### src/rtl/imgcrop_roi.sv
// rtl/imgcrop_roi.sv - AXI4-Stream video region-of-interest cropper
module imgcrop_roi #(
    parameter int unsigned DATA_WIDTH    = 24,
    parameter int unsigned IMG_WIDTH     = 640,
    parameter int unsigned IMG_HEIGHT    = 416,
    parameter int unsigned DEF_ROW_START = 0,
    parameter int unsigned DEF_ROW_END   = 416,
    parameter int unsigned DEF_COL_START = 0,
    parameter int unsigned DEF_COL_END   = 640,
    localparam int unsigned CW = $clog2(IMG_WIDTH + 1),
    localparam int unsigned RW = $clog2(IMG_HEIGHT + 1)
) (
    input  logic                  clk,
    input  logic                  rst,
    input  logic [DATA_WIDTH-1:0] s_axis_video_tdata,
    input  logic                  s_axis_video_tvalid,
    input  logic                  s_axis_video_tlast,
    input  logic                  s_axis_video_tuser,
    output logic                  s_axis_video_tready,
    output logic [DATA_WIDTH-1:0] m_axis_video_tdata,
    output logic                  m_axis_video_tvalid,
    output logic                  m_axis_video_tlast,
    output logic                  m_axis_video_tuser,
    input  logic                  m_axis_video_tready,
    input  logic [RW-1:0]         cfg_row_start,
    input  logic [RW-1:0]         cfg_row_end,
    input  logic [CW-1:0]         cfg_col_start,
    input  logic [CW-1:0]         cfg_col_end,
    input  logic                  cfg_bypass,
    output logic                  err_eol_early,
    output logic                  err_eol_late
);

    // Position of the next accepted beat
    logic [CW-1:0] col_cnt;
    logic [RW-1:0] row_cnt;

    // ROI bounds in force for the current frame
    logic [RW-1:0] act_row_start, act_row_end;
    logic [CW-1:0] act_col_start, act_col_end;
    logic          act_bypass;

    // Position and bounds that apply to the beat on the input bus right now
    logic [CW-1:0] cur_col;
    logic [RW-1:0] cur_row;
    logic [RW-1:0] eff_row_start, eff_row_end;
    logic [CW-1:0] eff_col_start, eff_col_end;
    logic          eff_bypass;
    logic          in_roi;
    logic          accept;
    logic          load;
    logic          out_user;
    logic          out_last;
    logic [CW-1:0] next_col;
    logic [RW-1:0] next_row;

    // A tuser beat restarts the position and is judged with the freshly sampled config
    always_comb begin
        cur_col       = s_axis_video_tuser ? '0 : col_cnt;
        cur_row       = s_axis_video_tuser ? '0 : row_cnt;
        eff_row_start = s_axis_video_tuser ? cfg_row_start : act_row_start;
        eff_row_end   = s_axis_video_tuser ? cfg_row_end   : act_row_end;
        eff_col_start = s_axis_video_tuser ? cfg_col_start : act_col_start;
        eff_col_end   = s_axis_video_tuser ? cfg_col_end   : act_col_end;
        eff_bypass    = s_axis_video_tuser ? cfg_bypass    : act_bypass;

        in_roi = eff_bypass ||
                 ((cur_row >= eff_row_start) && (cur_row < eff_row_end) &&
                  (cur_col >= eff_col_start) && (cur_col < eff_col_end));

        // Dropped beats never wait for the output stage
        s_axis_video_tready = !m_axis_video_tvalid || m_axis_video_tready || !in_roi;
        accept = s_axis_video_tvalid && s_axis_video_tready;
        load   = accept && in_roi;

        out_user = eff_bypass ? s_axis_video_tuser
                              : ((cur_row == eff_row_start) && (cur_col == eff_col_start));
        out_last = eff_bypass ? s_axis_video_tlast
                              : ((cur_col == (eff_col_end - CW'(1))) || s_axis_video_tlast);

        next_col = (cur_col == CW'(IMG_WIDTH)) ? cur_col : cur_col + CW'(1);
        next_row = (cur_row == RW'(IMG_HEIGHT - 1)) ? '0 : cur_row + RW'(1);
    end

    // Position tracking, per-frame config latch and sticky line-length errors
    always_ff @(posedge clk or posedge rst) begin
        if (rst) begin
            col_cnt       <= '0;
            row_cnt       <= '0;
            act_row_start <= RW'(DEF_ROW_START);
            act_row_end   <= RW'(DEF_ROW_END);
            act_col_start <= CW'(DEF_COL_START);
            act_col_end   <= CW'(DEF_COL_END);
            act_bypass    <= 1'b0;
            err_eol_early <= 1'b0;
            err_eol_late  <= 1'b0;
        end else if (accept) begin
            if (s_axis_video_tuser) begin
                act_row_start <= cfg_row_start;
                act_row_end   <= cfg_row_end;
                act_col_start <= cfg_col_start;
                act_col_end   <= cfg_col_end;
                act_bypass    <= cfg_bypass;
            end
            if (s_axis_video_tlast) begin
                col_cnt <= '0;
                row_cnt <= next_row;
            end else begin
                col_cnt <= next_col;
                row_cnt <= cur_row;
            end
            if (s_axis_video_tlast && (cur_col < CW'(IMG_WIDTH - 1)))
                err_eol_early <= 1'b1;
            if (cur_col == CW'(IMG_WIDTH))
                err_eol_late <= 1'b1;
        end
    end

    // Single output register: a new load wins over a drain in the same cycle
    always_ff @(posedge clk or posedge rst) begin
        if (rst) begin
            m_axis_video_tvalid <= 1'b0;
            m_axis_video_tdata  <= '0;
            m_axis_video_tuser  <= 1'b0;
            m_axis_video_tlast  <= 1'b0;
        end else if (load) begin
            m_axis_video_tvalid <= 1'b1;
            m_axis_video_tdata  <= s_axis_video_tdata;
            m_axis_video_tuser  <= out_user;
            m_axis_video_tlast  <= out_last;
        end else if (m_axis_video_tready) begin
            m_axis_video_tvalid <= 1'b0;
        end
    end

endmodule

### config.mk
export PLATFORM = sky130hd
export DESIGN_NAME = imgcrop_roi
export DESIGN_NICKNAME = d
export VERILOG_FILES = /design/src/rtl/imgcrop_roi.sv
export SDC_FILE = /design/constraint.sdc
export NUM_CORES = 1
export LEC_CHECK = 0
export CAP_MARGIN = 10
export CORE_ASPECT_RATIO = 1.5
export CORE_MARGIN = 4
export CORE_UTILIZATION = 33
export DETAILED_ROUTE_END_ITERATION = 7
export GPL_TIMING_DRIVEN = 0
export PLACE_DENSITY = 0.56
export SYNTH_ARGS = -nofsm -noshare
export SYNTH_HDL_FRONTEND = slang
export SYNTH_SLANG_ARGS = --single-unit
### constraint.sdc
create_clock -name clk -period 5.7 [get_ports clk]
set_input_delay 0.57 -clock clk [delete_from_list [all_inputs] [get_ports clk]]
set_output_delay 0.57 -clock clk [all_outputs]
set_load 0.02 [all_outputs]
---- Yosys cells after proc, flatten, opt, wreduce, memory -nomap -nowiden ----
Index checks and enable logic that the tools add are counted.
word-level totals
  register bits ........................... 87
  bits in latches ......................... 0
  bits in writable memories ............... 0
  ROM bits ................................ 0
  output and inout bits ................... 30
  word-level logic and storage cells ...... 57
  memories kept ........................... 0
operators by class
  add/subtract/negate cells ............... 3
  $mul .................................... 0
  div/mod/pow operators ................... 0
  $lt $le $gt $ge ......................... 5
  equality and inequality tests ........... 5
  shift operators ......................... 0
  multiplexer cells ....................... 15
  bitwise operators ....................... 0
  reductions and logical operators ........ 16
operators with widths
  cell                                                                  count
  10-bit two-way mux                                                    5
  9-bit two-way mux                                                     5
  10-bit == test                                                        2
  10-bit by 1-bit adder with 10-bit output, second input constant       1
  10-bit == test, second input constant                                 1
  10-bit greater-or-equal comparator                                    1
  10-bit less-than comparator                                           1
  10-bit less-than comparator, second input constant                    1
  10-bit by 1-bit subtractor with 10-bit output, second input constant  1
  9-bit by 1-bit adder with 9-bit output, second input constant         1
  9-bit == test                                                         1
  9-bit == test, second input constant                                  1
  9-bit greater-or-equal comparator                                     1
  9-bit less-than comparator                                            1
  1-bit logical AND                                                     7
  1-bit two-way mux                                                     5
  1-bit logical OR                                                      4
  2-bit AND reduction                                                   2
  1-bit zero test                                                       2
  2-bit nonzero test                                                    1

---- Logic depth before layout (Yosys ltp) ----
  word-level depth ........................ 11
  depth in mapped cells ................... 17
  depth with buffers taken out ............ 11

---- Worst setup path before layout ----
OpenSTA, ideal clock, no wires.
  path type ............................... input port to output port
  from .................................... in s_axis_video_tuser
  to ...................................... out s_axis_video_tready
  data arrival time ....................... 3.222 ns
  data required time ...................... 5.130 ns
  setup slack ............................. 1.908 ns
  cell stages on the path ................. 13
  cells stage by stage .................... buf_6 -> buf_4 -> buf_2 -> buf_2 -> buf_4 -> mux2i_1 -> ha_1 -> a21o_1 -> a21oi_1 -> nor3b_1 -> o31ai_2 -> nor2_2 -> o21ai_0
on the way
  longest elaborated chain between the ends .. 8
ends and longest elaborated chain
  element                                                                          RTL line  source
  from (decl)                                                                      18        input logic s_axis_video_tuser,
  9-bit two-way mux (on tied branches)                                             --
  9-bit greater-or-equal comparator or 9-bit less-than comparator (tied branches)  68        ((cur_row >= eff_row_start) && (cur_row < eff_row_end) &&
  1-bit logical AND (2 in a row)                                                   68
  1-bit logical AND                                                                69        (cur_col >= eff_col_start) && (cur_col < eff_col_end));
  1-bit logical OR *                                                               67        in_roi = eff_bypass ||
  1-bit zero test *                                                                72        s_axis_video_tready = !m_axis_video_tvalid || m_axis_video_tready || !in_roi;
  1-bit logical OR *                                                               72
  to (decl)                                                                        19        output logic s_axis_video_tready,
Mark *: on every way between the ends. The rest lies on a longest branch, timed or not.

---- Worst setup path after layout ----
Same ends and word-level chain as after synthesis.

==> impl_metrics.tcl <==
set metrics [dict create \
    status "complete, no violations" \
    design.core.area_mm2 0.0163 \
    hold_path_class "reg -> reg" \
    report.power.total_w 0.00199 \
    syn-instance-count 541 \
    worst_path_largest_cell_delay_ns 0.68 \
    worst-path-buf-inv 7 \
    start_util_pct 33.9 \
    synth_top_family_by_area "simple AND/OR/NAND/NOR gates" \
    globalRouteTotalUtil_pct 17.0 \
    cts_tree "built" \
    post_layout_minimum_cycle_time_ns 5.57 \
    area_growth_pct 28.1 \
    dr.pass1.iters 4 \
    syn_avg_cell_area_um2 10.2 \
    type_of_origin_of_the_critical_path "primary input" \
    wire_length_of_the_first_global_routing_pass_um 25600 \
    yosys.area_share.xor_xnor_pct 2.85 \
    cts.sink_count 87 \
    num_rows 57 \
    synth-async-reset-ratio_pct 100 \
    worstMarginPinSlew_ns 0.622 \
    synth_enable_flop_cells 0 \
    dpl.cell_count 845 \
    slew_headroom_pct 58.4 \
    detail-route-antenna-nets 0 \
    insertedDiodeCount 0 \
    clk_pin_slew_worst_paths_ns 0.07 \
    power.combinational.fraction_pct 29.8 \
    die_w_um 114 \
    timing.final.crit_share_pct 97.7 \
    power.density_cell_area_mw_per_mm2 281 \
    cts_max_level 3 \
    fmaxAchievable_ghz 0.180 \
    finish.utilization_pct 43.4 \
    drt-vias-per-instance 5.23 \
    synth.yosys.seq_area_share_pct 39.4 \
    fraction_of_the_mapped_netlist_area_in_simple_logic_gates_pct 15.2 \
    power.sequential.fraction_pct 39.8 \
    critical_path.top_delay_family "buffers and inverters" \
    p_sw_share_pct 31.1 \
    wl_um 15600 \
    grt_start_max_net_pins 60 \
    layout_setup_ws_ns 0.130 \
    worst_ir_drop_vdd_v 0.000173 \
    synth-compound-area-share_pct 13.8 \
    clk_latency_ns 0.35 \
    drc 0 \
    final_hold_viol_count 0 \
    cts_max_path_buffers 2 \
    clock_power_share_pct 30.4 \
    synth_flop_cell "sky130_fd_sc_hd__dfrtp_1" \
    count_of_hold_fix_buffers_inserted_at_cts 0 \
    synth.yosys.warnings 0 \
    yosys-mux-area-fraction_pct 15.0 \
    timing.critical_path.slowest_stage_cell "sky130_fd_sc_hd__clkdlybuf4s50_1" \
    timing.critical_path.cells "clkdlybuf4s50_1 > buf_6 > buf_4 > buf_2 > clkbuf_4 > buf_4 > mux2i_1 > ha_1 > nand4_1 > a211oi_1 > a211oi_1 > a21o_1 > nor2_2 > o21ai_1 > clkdlybuf4s50_1" \
    drive_above_1_share_pct 13.9 \
    timing.final.setup_violations 0 \
    final_design_area_no_fill_mm2 0.00709 \
    yosys_register_bits 87 \
    net_count_synth 651 \
    detailed_place.area_mm2 0.00679 \
    antenna_found_initial 0 \
    fillerInstances 1562 \
    drt_iter0_drc 213 \
    num_cts_buffers 9 \
    dp_slack_ns -0.0828 \
    detailed_route_via_count 4507 \
    port_buffers 97 \
    global_route.overflow_total 0 \
    final_net_count 760 \
    drt-wirelength-per-cell_um 18.1 \
    cp_data_arrival_time_ns 5.00 \
    clock-root-buffer "sky130_fd_sc_hd__clkbuf_16" \
    grt_pass1_vias 4814 \
    final_max_slew_viol_count 0 \
    p_switching_w 0.000620 \
    worstPathRequired_ns 5.13 \
    post-dp-hpwl_um 12100 \
    syn-cell-area_mm2 0.00554 \
    die-height_um 167 \
    design.portCount 99 \
    worst_setup_path_end_kind "primary output" \
    rsz0062_at_grt "false" \
    critPathMaxFanout 10 \
    maxCapViolCount 0 \
    gpl_congestion 0.836 \
    floorplan.die_area_mm2 0.0190 \
    stdcell_count 861 \
    internal_power_w 0.00137 \
    synthAdderAreaFrac_pct 9.27 \
    critPathKind "in -> out" \
    finClkSkew_ns 0.00997 \
    static-leakage-power_nw 3.10 \
    yosysUniqueCellTypes 64 \
]
## worst paths after layout
| path | start | cells after the start | to | slack [ns] |
|---|---|---|---|---|
| min reg2reg | err_eol_early | 1 | err_eol_early | 0.47 |
| max | s_axis_video_tuser | 15 | s_axis_video_tready | 0.13 |
| max reg2reg | col_cnt[7] | 10 | act_col_start[4] | 2.38 |
| min in group asynchronous | rst | 2 | act_row_start[8] | 0.57 |
| min | err_eol_early | 1 | err_eol_early | 0.47 |
| max in group asynchronous | rst | 3 | act_row_end[5] | 4.48 |
## metal layers
layer / track usage, % / part of all wire (%) / vias to the layer above
met2: 30.2 / 52 / 136
met4: 6.38 / 2.9 / 0
met1: 19.7 / 40 / 2172
li1: - / - / 2170
met5: 0 / 0 / -
met3: 3.92 / 5.7 / 29
## cell usage in the layout (no fill, tap or decap), drive strengths merged, types with 4 or more instances in the layout
cell           instances
nor2b                 16
o31ai                 10
and3                   5
a21o                   4
dfrtp                 82
a21oi                 15
nand2                 71
nor2                  11
o211ai                 4
a211oi                 8
ha                    41
buf                   20
clkbuf                16
clkdlybuf4s50         97
mux2                  30
o21ai                 66
nand2b                 7
nand3                 12
nor3                   9
nand4                  9
dfstp                  5
mux2i                 37
xnor2                 15
inv                   20
## synthesized netlist by cell type (4+ instances only)
library cell | number | share of area [%]
sky130_fd_sc_hd__nand3_1 | 11 | 0.99
sky130_fd_sc_hd__ha_1 | 41 | 9.3
sky130_fd_sc_hd__inv_1 | 16 | 1.1
sky130_fd_sc_hd__mux2_4 | 19 | 5.2
sky130_fd_sc_hd__nor3_1 | 8 | 0.72
sky130_fd_sc_hd__nand2_1 | 70 | 4.7
sky130_fd_sc_hd__buf_4 | 9 | 1.2
sky130_fd_sc_hd__nand2b_1 | 7 | 0.79
sky130_fd_sc_hd__mux2i_1 | 31 | 5.6
sky130_fd_sc_hd__nor2b_1 | 14 | 1.6
sky130_fd_sc_hd__dfrtp_1 | 82 | 37
sky130_fd_sc_hd__buf_2 | 6 | 0.54
sky130_fd_sc_hd__xnor2_1 | 15 | 2.4
sky130_fd_sc_hd__nor2_1 | 9 | 0.61
sky130_fd_sc_hd__o31ai_1 | 9 | 1.2
sky130_fd_sc_hd__a21oi_1 | 15 | 1.4
sky130_fd_sc_hd__mux2_2 | 11 | 2.2
sky130_fd_sc_hd__and3_1 | 5 | 0.57
sky130_fd_sc_hd__buf_6 | 4 | 0.81
sky130_fd_sc_hd__o21ai_0 | 65 | 5.9
sky130_fd_sc_hd__a21o_1 | 4 | 0.54
sky130_fd_sc_hd__nand4_1 | 9 | 1.0
sky130_fd_sc_hd__clkbuf_1 | 5 | 0.34
sky130_fd_sc_hd__a211oi_1 | 7 | 0.95
sky130_fd_sc_hd__dfstp_2 | 5 | 2.4
## per-stage QoR
step                hold slack, ns  setup TNS (ns)
detailed placement           0.457         -0.0828
CTS                          0.473               0
global placement             0.460          -0.114
global route                 0.501               0
finish                       0.467               0
floorplan                    0.449               0
## logic make-up (layout without fill, tap and decap cells)
group / Yosys count / after routing
multiplexers: 67 / 67
XOR/XNOR: 18 / 18
buffers and inverters: 43 / 157
AND/OR/NAND/NOR: 161 / 161
flip-flops: 87 / 87
AO/OA/AOI/OAI: 124 / 124
adder cells (fa/ha/maj): 41 / 41
## sequential cells by signal, summed over array words and instances, names as in the netlist, 9 cells and up
signal and cells:
act_col_end 10, m_axis_video_tdata 24, act_col_start 10, act_row_start 9, row_cnt 9, col_cnt 10, act_row_end 9
## worst reg2reg max path, delay by kind of cell (launching register included)
kind	cells	cell delay, ns
flip-flops	1	0.49
buffers and inverters	3	0.94
AND/OR/NAND/NOR	1	0.16
AO/OA/AOI/OAI	5	1.27
adder cells (fa/ha/maj)	1	0.32
## power by group through the flow
stage	logic (W)	clock network (W)	registers, W
2_1_floorplan	0.000299	0	0.000853
3_3_place_gp	0.000586	0	0.000800
3_5_place_dp	0.000602	0	0.000802
4_1_cts	0.000604	0.000619	0.000794
5_1_grt	0.000654	0.000650	0.000808
6_report	0.000595	0.000606	0.000793
## cell type report
type / count / area, µm² / share of cell area [%]
plain buffers: 25 / 184 / 2.59
flip-flops and latches: 87 / 2180 / 30.8
clock buffers: 10 / 229 / 3.23
well taps: 206 / 258 / 3.63
inverters: 18 / 70.1 / 0.988
repair buffers: 98 / 998 / 14.1
clock inverters: 6 / 67.6 / 0.953
multi-input cells: 411 / 3100 / 43.7
## timing repair
item                       4_1_cts  5_1_grt
buffers inserted                 0        0
setup endpoints to repair        1        1
gates resized for setup          1        1
No activity file was read; power rests on OpenSTA's default activity.
